**src/rtl/trng_pkg.sv**
```systemverilog
// Shared types and constants for the TRNG sample sequencer and its health test.
package trng_pkg;

   localparam int WORD_W = 8;
   localparam int SBOX_W = 5;

   localparam int DEF_SETTLE_CYCLES = 16;
   localparam int DEF_SAMPLE_DIV    = 4;
   localparam int DEF_SBOX_LAT      = 1;
   localparam int DEF_REP_LIMIT     = 32;

   typedef enum logic [2:0] {
      ST_IDLE    = 3'd0,
      ST_WARMUP  = 3'd1,
      ST_SAMPLE  = 3'd2,
      ST_WHITEN  = 3'd3,
      ST_PRESENT = 3'd4,
      ST_FAIL    = 3'd5
   } trng_state_e;

endpackage

```
**src/rtl/trng_sample_sequencer_if.sv**
```systemverilog
// Valid/ready port carrying whitened random words to the consumer.
interface trng_sample_sequencer_if;
   import trng_pkg::*;

   logic [WORD_W-1:0] rnd_data;
   logic              rnd_valid;
   logic              rnd_ready;

   modport master (output rnd_data, output rnd_valid, input rnd_ready);
   modport slave  (input rnd_data, input rnd_valid, output rnd_ready);

endinterface

```
**src/rtl/trng_health_rct.sv**
```systemverilog
// Repetition-count health test: flags when REP_LIMIT identical raw samples arrive in a row.
module trng_health_rct #(
   parameter int REP_LIMIT = 32
) (
   input  logic clk,
   input  logic rst_n,
   input  logic clr,
   input  logic sample_en,
   input  logic bit_in,
   output logic fail
);

   localparam int               CNT_W   = $clog2(REP_LIMIT + 1);
   localparam logic [CNT_W-1:0] CNT_MAX = CNT_W'(REP_LIMIT);
   localparam logic [CNT_W-1:0] CNT_ONE = CNT_W'(1);

   logic [CNT_W-1:0] cnt_reg;
   logic             prev_reg;

   // A zero count means no previous sample exists yet, so the next one starts a run of 1.
   always_ff @(posedge clk) begin
      if (rst_n) begin
         cnt_reg  <= '0;
         prev_reg <= 1'b0;
      end else if (clr) begin
         cnt_reg  <= '0;
         prev_reg <= 1'b0;
      end else if (sample_en) begin
         prev_reg <= bit_in;
         if (cnt_reg == '0 || bit_in != prev_reg) begin
            cnt_reg <= CNT_ONE;
         end else if (cnt_reg != CNT_MAX) begin
            cnt_reg <= cnt_reg + CNT_ONE;
         end
      end
   end

   assign fail = (cnt_reg == CNT_MAX);

endmodule

```
**src/rtl/trng_sample_sequencer.sv**
```systemverilog
// Sequences one TRNG core: RO warm-up, divided raw sampling, S-box whitening,
// valid/ready word delivery and a sticky repetition-count failure state.
module trng_sample_sequencer
   import trng_pkg::*;
#(
   parameter int SETTLE_CYCLES = DEF_SETTLE_CYCLES,
   parameter int SAMPLE_DIV    = DEF_SAMPLE_DIV,
   parameter int SBOX_LAT      = DEF_SBOX_LAT,
   parameter int REP_LIMIT     = DEF_REP_LIMIT
) (
   input  logic                    clk,
   input  logic                    rst_n,
   input  logic                    start,
   input  logic [2:0]              sel_cfg,
   input  logic                    ro_bit_in,
   output logic                    ro_activate_1,
   output logic                    ro_activate_2,
   output logic [2:0]              out_sel,
   output logic                    sbox_activate,
   output logic [SBOX_W-1:0]       sbox_in,
   input  logic [SBOX_W-1:0]       sbox_out,
   trng_sample_sequencer_if.master rnd,
   output logic                    busy,
   output logic                    health_fail
);

   localparam logic [2:0] S_IDLE    = ST_IDLE;
   localparam logic [2:0] S_WARMUP  = ST_WARMUP;
   localparam logic [2:0] S_SAMPLE  = ST_SAMPLE;
   localparam logic [2:0] S_WHITEN  = ST_WHITEN;
   localparam logic [2:0] S_PRESENT = ST_PRESENT;
   localparam logic [2:0] S_FAIL    = ST_FAIL;

   localparam int SETTLE_W = $clog2(SETTLE_CYCLES + 1);
   localparam int DIV_W    = $clog2(SAMPLE_DIV + 1);
   localparam int WH_W     = $clog2(SBOX_LAT + 2);
   localparam int BIT_W    = $clog2(WORD_W + 1);

   localparam logic [SETTLE_W-1:0] SETTLE_LAST = SETTLE_W'(SETTLE_CYCLES - 1);
   localparam logic [DIV_W-1:0]    DIV_LAST    = DIV_W'(SAMPLE_DIV - 1);
   localparam logic [WH_W-1:0]     WH_LAST     = WH_W'(SBOX_LAT);
   localparam logic [BIT_W-1:0]    BIT_LAST    = BIT_W'(WORD_W - 1);

   logic [2:0]          state_reg, state_next;
   logic [SETTLE_W-1:0] settle_reg;
   logic [DIV_W-1:0]    div_reg;
   logic [WH_W-1:0]     whiten_reg;
   logic [BIT_W-1:0]    bit_cnt_reg;
   logic [WORD_W-1:0]   shreg_reg;
   logic [WORD_W-1:0]   rnd_data_reg;
   logic [2:0]          out_sel_reg;
   logic [WORD_W-1:0]   whitened;

   logic sample_tick;
   logic rct_clr;
   logic rct_fail;

   assign sample_tick = (state_reg == S_SAMPLE) && (div_reg == DIV_LAST);
   assign rct_clr     = (state_reg == S_IDLE) || (state_reg == S_WARMUP);

   trng_health_rct #(
      .REP_LIMIT (REP_LIMIT)
   ) u_health (
      .clk       (clk),
      .rst_n     (rst_n),
      .clr       (rct_clr),
      .sample_en (sample_tick && start),
      .bit_in    (ro_bit_in),
      .fail      (rct_fail)
   );

   // Only the low SBOX_W bits are mixed with the S-box result; the rest pass through.
   genvar gi;
   for (gi = 0; gi < WORD_W; gi++) begin : g_whiten
      if (gi < SBOX_W) begin : g_mix
         assign whitened[gi] = shreg_reg[gi] ^ sbox_out[gi];
      end else begin : g_pass
         assign whitened[gi] = shreg_reg[gi];
      end
   end

   always_comb begin
      state_next = state_reg;
      case (state_reg)
         S_IDLE: begin
            if (start) state_next = S_WARMUP;
         end
         S_WARMUP: begin
            if (!start)                         state_next = S_IDLE;
            else if (settle_reg == SETTLE_LAST) state_next = S_SAMPLE;
         end
         S_SAMPLE: begin
            if (!start)                                   state_next = S_IDLE;
            else if (sample_tick && bit_cnt_reg == BIT_LAST) state_next = S_WHITEN;
         end
         S_WHITEN: begin
            if (whiten_reg == WH_LAST) state_next = S_PRESENT;
         end
         S_PRESENT: begin
            if (rnd.rnd_ready) state_next = start ? S_SAMPLE : S_IDLE;
         end
         S_FAIL: begin
            state_next = S_FAIL;
         end
         default: begin
            state_next = S_IDLE;
         end
      endcase
      // A tripped health test wins over every other transition.
      if (rct_fail) state_next = S_FAIL;
   end

   always_ff @(posedge clk) begin
      if (rst_n) begin
         state_reg    <= S_IDLE;
         settle_reg   <= '0;
         div_reg      <= '0;
         whiten_reg   <= '0;
         bit_cnt_reg  <= '0;
         shreg_reg    <= '0;
         rnd_data_reg <= '0;
         out_sel_reg  <= '0;
      end else begin
         state_reg <= state_next;
         case (state_reg)
            S_IDLE: begin
               settle_reg  <= '0;
               div_reg     <= '0;
               whiten_reg  <= '0;
               bit_cnt_reg <= '0;
               shreg_reg   <= '0;
               if (start) out_sel_reg <= sel_cfg;
            end
            S_WARMUP: begin
               if (settle_reg != SETTLE_LAST) settle_reg <= settle_reg + SETTLE_W'(1);
               div_reg     <= '0;
               bit_cnt_reg <= '0;
            end
            S_SAMPLE: begin
               whiten_reg <= '0;
               if (div_reg == DIV_LAST) begin
                  div_reg     <= '0;
                  shreg_reg   <= {shreg_reg[WORD_W-2:0], ro_bit_in};
                  bit_cnt_reg <= bit_cnt_reg + BIT_W'(1);
               end else begin
                  div_reg <= div_reg + DIV_W'(1);
               end
            end
            S_WHITEN: begin
               if (whiten_reg == WH_LAST) rnd_data_reg <= whitened;
               else                       whiten_reg   <= whiten_reg + WH_W'(1);
            end
            S_PRESENT: begin
               div_reg     <= '0;
               bit_cnt_reg <= '0;
            end
            default: begin
            end
         endcase
      end
   end

   assign busy          = (state_reg != S_IDLE) && (state_reg != S_FAIL);
   assign ro_activate_1 = busy;
   assign ro_activate_2 = busy;
   assign out_sel       = out_sel_reg;
   assign sbox_activate = (state_reg == S_WHITEN);
   assign sbox_in       = (state_reg == S_WHITEN) ? shreg_reg[SBOX_W-1:0] : '0;
   assign rnd.rnd_data  = rnd_data_reg;
   assign rnd.rnd_valid = (state_reg == S_PRESENT);
   assign health_fail   = (state_reg == S_FAIL);

endmodule

```
**src/flat_wrapper.sv**
```systemverilog
// flat-port wrapper written by rule: the top's interface ports become plain ports
module trng_sample_sequencer_flat import trng_pkg::*;
#(
   parameter int SETTLE_CYCLES = DEF_SETTLE_CYCLES,
   parameter int SAMPLE_DIV    = DEF_SAMPLE_DIV,
   parameter int SBOX_LAT      = DEF_SBOX_LAT,
   parameter int REP_LIMIT     = DEF_REP_LIMIT
)
  (clk, rst_n, start, sel_cfg, ro_bit_in, ro_activate_1, ro_activate_2, out_sel, sbox_activate, sbox_in, sbox_out, busy, health_fail, rnd_rnd_data, rnd_rnd_valid, rnd_rnd_ready);
  trng_sample_sequencer_if rnd_i ();
  input  logic clk;
  input  logic rst_n;
  input  logic start;
  input  logic [2:0] sel_cfg;
  input  logic ro_bit_in;
  output logic ro_activate_1;
  output logic ro_activate_2;
  output logic [2:0] out_sel;
  output logic sbox_activate;
  output logic [SBOX_W-1:0] sbox_in;
  input  logic [SBOX_W-1:0] sbox_out;
  output logic busy;
  output logic health_fail;
  output wire logic [$bits(rnd_i.rnd_data)-1:0] rnd_rnd_data;
  output wire logic [$bits(rnd_i.rnd_valid)-1:0] rnd_rnd_valid;
  input wire logic [$bits(rnd_i.rnd_ready)-1:0] rnd_rnd_ready;
  assign rnd_rnd_data = rnd_i.rnd_data;
  assign rnd_rnd_valid = rnd_i.rnd_valid;
  assign rnd_i.rnd_ready = rnd_rnd_ready;
  trng_sample_sequencer #(.SETTLE_CYCLES(SETTLE_CYCLES), .SAMPLE_DIV(SAMPLE_DIV), .SBOX_LAT(SBOX_LAT), .REP_LIMIT(REP_LIMIT)) u_core (.clk(clk), .rst_n(rst_n), .start(start), .sel_cfg(sel_cfg), .ro_bit_in(ro_bit_in), .ro_activate_1(ro_activate_1), .ro_activate_2(ro_activate_2), .out_sel(out_sel), .sbox_activate(sbox_activate), .sbox_in(sbox_in), .sbox_out(sbox_out), .rnd(rnd_i), .busy(busy), .health_fail(health_fail));
endmodule
```
**config.mk**
```make
export PLATFORM = sky130hd
export DESIGN_NAME = trng_sample_sequencer_flat
export DESIGN_NICKNAME = d
export VERILOG_FILES = /design/src/rtl/trng_pkg.sv /design/src/rtl/trng_sample_sequencer_if.sv /design/src/rtl/trng_health_rct.sv /design/src/rtl/trng_sample_sequencer.sv /design/src/flat_wrapper.sv
export SDC_FILE = /design/constraint.sdc
export NUM_CORES = 1
export LEC_CHECK = 0
export CAP_MARGIN = 10
export CORE_ASPECT_RATIO = 0.8
export CORE_UTILIZATION = 59
export CTS_BUF_LIST = sky130_fd_sc_hd__clkbuf_2
export CTS_CLUSTER_SIZE = 20
export DETAILED_ROUTE_END_ITERATION = 16
export GPL_TIMING_DRIVEN = 0
export PLACE_DENSITY = 0.95
export SYNTH_ARGS = -nofsm -noshare
export SYNTH_HDL_FRONTEND = slang
export SYNTH_SLANG_ARGS = --single-unit
```
**constraint.sdc**
```tcl
create_clock -name clk -period 3.09 [get_ports clk]
set_input_delay 0.927 -clock clk [delete_from_list [all_inputs] [get_ports clk]]
set_output_delay 0.927 -clock clk [all_outputs]
set_load 0.005 [all_outputs]
```
Yosys cells after proc, flatten, opt, wreduce, memory -nomap -nowiden. Cells that the tools add are included. W data, S select, Z words.

Word-level logic and storage cells: 98. Output and inout port bits: 22. Bits of input ports: 13. Flip-flop bits (word level): 43.

Mux-type cells: 23. Eq/ne operators: 27. Reductions and logical operators: 27. Bitwise operators: 5. $add $sub $neg: 5.

Operator list (count): $mux W3 (9); $pmux W3 S6 (1); $pmux W8 S2 (1); $reduce_and A2 Y1 (7); $mux W6 (2); $mux W5 (2); $pmux W5 S2 (1); $reduce_and A5 Y1 (2); $reduce_bool A2 Y1 (5); $eq A3 B2 Y1 const B (3); $ne A3 B3 Y1 const B (3); $mux W8 (1); $ne A2 B2 Y1 const B (4); $ne A4 B3 Y1 const B (2); $pmux W4 S2 (1); $add A6 B1 Y6 const B (1); $eq A3 B3 Y1 const B (2); $eq A6 B6 Y1 const B (1); $logic_not A6 Y1 (1); $ne A3 B1 Y1 const B (2); $ne A6 B6 Y1 const B (1); $pmux W3 S2 (1); $reduce_or A2 Y1 (3); $add A5 B1 Y5 const B (1); 20 further kinds (30).

Longest topological paths before layout.
Depth in word-level cells: 7. Gate-level depth with buffers: 7. Depth with buffers taken out: 7.

Cells and area by module. Synthesis repeated with hierarchy kept, for this count alone.

Cell total of the unflattened synthesis: 264. Area, all modules: 2243.4 µm².

Modules (own cells, without submodules): trng_sample_sequencer (seq. area each 720.7 µm², area an instance 1815.5 µm², times used 1, cells an instance 216); trng_health_rct (seq. area each 140.1 µm², area an instance 427.9 µm², times used 1, cells an instance 48).

Worst setup path after synthesis. No wires, ideal clock.

Kind: register to output. Start: reg u_core.state_reg[1]. End: out ro_activate_1. Buffers on the path: 2. Cell stages (with the launch flop): 4. Arrival: 1.013 ns. Required time: 2.163 ns. Setup slack: 1.150 ns. Path through: dfxtp_1 -> clkbuf_1 -> nand2b_1 -> buf_4.

Cells in the longest elaborated chain, start to end: 2. Elaborated cells between the ends (all ways): 3. Classes of those cells: eq/ne (1); reduce/logical (2).

RTL lines: from (decl) (line trng_sample_sequencer.sv:44) `logic [2:0] state_reg, state_next;`; from (signal assigned) (line trng_sample_sequencer.sv:124) `state_reg <= state_next;`; $ne A3 B3 Y1 / $reduce_bool A3 Y1 (equally long branches) (line trng_sample_sequencer.sv:163) `assign busy = (state_reg != S_IDLE) && (state_reg != S_FAIL);`; $logic_and A1 B1 Y1 (*) (line trng_sample_sequencer.sv:163); to (decl) (line flat_wrapper.sv:16) `output logic ro_activate_1;`.

Mark *: on every way between the ends. The rest lies on a longest branch, timed or not.

Worst setup path after layout.
Start: reg u_core.state_reg[0]. End: out ro_activate_1.

The elaborated chain is that of the path after synthesis.

==> results_dict.tcl <==
set metrics [dict create \
    cp_slowest_stage_delay_ns 0.49 \
    worstPathCellList "buf_2, xnor2_1, nand2b_1, buf_4, clkdlybuf4s50_1" \
    dpl_cell_area_um2 2510 \
    die_area_um2 3840 \
    grt_pass1_wl_mm 8.19 \
    synth-compound-area-share 0.138 \
    start_util 0.620 \
    yosysWarnings 0 \
    clk_pin_slew_ns 0.22 \
    avgSynthCellArea_um2 8.60 \
    core.rowCount 19 \
    core_area_um2 3420 \
    ys_seq_area_frac 0.405 \
    min_period_ns 2.95 \
    holdBufCountCts 0 \
    post-route-period-util 0.956 \
    clock-skew-final_ns 0.0108 \
    post_drt_wl_per_cell_um 13.9 \
    hold_viol 0 \
    post_cts_resized 0 \
    fmax_mhz 339 \
    tightest_slew_ns 0.706 \
    rsz0062_at_grt "no" \
    drt-pass1-iter-count 4 \
    slew_viol_final 0 \
    final_common_cell "dfxtp_1" \
    synth_nets 267 \
    cts_setup_buffers 0 \
    clock_latency_ns 0.43 \
    cp_slowest_cell "dfxtp_1" \
    port_buffers 33 \
    setup_viol 0 \
    status "finished clean" \
    synth_edf_count 0 \
    synth.largest_area_cell "dfxtp_1" \
    crit_path_end_kind "output port" \
    fill_cells 252 \
    synth_xor_xnor_area_share 0.0660 \
    ant_nets 0 \
    crit_type "reg -> out" \
    die_x_um 69.1 \
    synth_seq_cells 43 \
    syn_inst 247 \
    drc 0 \
    muxShareOfSynthArea 0.0330 \
    synth_top_area_share 0.405 \
    ctsLongestPathBuffers 2 \
    syn_to_final_growth_pct 20.1 \
    yosys_most_used_dff "dfxtp_1" \
    cp_max_fo 10 \
    antenna_found_initial 0 \
    grt_usage 0.266 \
    synth-adder-area-share 0.0412 \
    vias_per_cell 5.68 \
    final_util 0.745 \
    clock-root-buffer "clkbuf_2" \
    drt-initial-drc-count 151 \
    routabilityCongestion 0.934 \
    num_vias 1876 \
    synth.cell_area_um2 2120 \
    worst_ep_arrival_time_ns 2.03 \
    hpwl_mm 3.47 \
    power_density_nw_per_um2 361 \
    ys_top_cells_by_area "dfxtp_1 (41%), a21oi_1 (5.7%), nor2_1 (5.3%)" \
    synth_cell_type_count 46 \
    ys_async_sr_fraction 0 \
    nets 307 \
    clkSinkCount 43 \
    cts_buffers 5 \
    whs_ns 0.470 \
    hold_class "reg -> reg" \
    synth_top_family_by_area "simple AND/OR/NAND/NOR gates" \
    start_kind "register" \
    final.setup.tns_ns 0 \
    critPathBufInv 3 \
    cp_top_family "buffers and inverters" \
    slew_headroom 0.528 \
    h-tree-depth 2 \
    drive_gt1_frac 0.0868 \
    grt_pass1_vias 1757 \
    p_leak_nw 0.874 \
    regArea_um2 861 \
    multi_input_area_um2 1160 \
    crit_required_ns 2.16 \
    cts_tree "yes" \
    drt_wl_total_mm 4.60 \
    ioPinCount 35 \
    grt_max_degree 14 \
    synth-simple-area-share 0.269 \
    die_h_um 55.7 \
    gr-total-overflow 0 \
    mostFrequentLayoutCells "dfxtp_1 (43), clkdlybuf4s50_1 (33), nor2_1 (30), nand2_1 (24), a21oi_1 (24)" \
    peakVddDrop_mv 0.317 \
    design_area_um2 2550 \
    cap_violations 0 \
    antenna_cells 0 \
]
[tightest hold or removal path, delay by kind of cell (launching register included)]
kind | cells | cell delay [ns]
simple gates | 1 | 0.05
compound gates | 1 | 0.05
flops | 1 | 0.36
[cells in the mapped netlist (3+ instances only)]
cell and count:
nand3_1 12, nor2_1 30, nand2_1 24, a211oi_1 7, buf_4 3, clkbuf_1 5, xnor2_1 12, a21oi_1 24
ha_1 7, inv_1 10, dfxtp_1 43, and2_1 5, o21ai_0 3, nor3_1 10, mux2i_1 7, nand2b_1 5
xor2_1 4
[where the power goes]
part / switching [W] / leakage, nW / internal (W)
registers: 0.00000557 / 0.347 / 0.000562
logic: 0.0000502 / 0.498 / 0.0000518
clock network: 0.000194 / 0.0290 / 0.0000575
total: 0.000250 / 0.874 / 0.000672
[logic make-up after synthesis]
kind of cell | Yosys count
and+or+nand+nor | 107
muxes | 7
buffers and inverters | 21
xor gates and xnor gates | 16
AOI/OAI and AO/OA | 46
DFF | 43
adders and majority gates | 7
[per-stage QoR]
stage	instances	setup WS (ns)	total power, W
finish	330	0.137	0.000922
global route	330	0.0217	0.000957
global placement	322	0.370	0.000677
detailed placement	322	0.335	0.000680
CTS	330	0.0364	0.000920
floorplan	247	1.15	0.000634
[final timing paths]
| check | startpoint | to | slack, ns | cells after the start |
|---|---|---|---|---|
| max | u_core.state_reg[0] | ro_activate_1 | 0.14 | 5 |
| min | u_core.rnd.rnd_data[7] | u_core.rnd.rnd_data[7] | 0.47 | 2 |
| max reg2reg | u_core.settle_reg[0] | u_core.settle_reg[3] | 1.09 | 7 |
| min reg2reg | u_core.rnd.rnd_data[7] | u_core.rnd.rnd_data[7] | 0.47 | 2 |
[metal layers]
layer | up-vias | GRT usage | routed length (µm)
met3 | 8 | 0.0562 | 294
met4 | 0 | 0.0875 | 64
li1 | 936 | - | -
met5 | - | 0 | 0
met1 | 871 | 0.369 | 2130
met2 | 61 | 0.415 | 2110
[area by class of cell]
class,instances,area share
multi-input cells,183,0.456
flip-flops and latches,43,0.338
inverters,10,0.0147
clock inverters,2,0.00491
repair buffers,33,0.130
clock buffers,6,0.0118
well taps,42,0.0206
plain buffers,11,0.0250
Power figures use the tool's default switching activity.
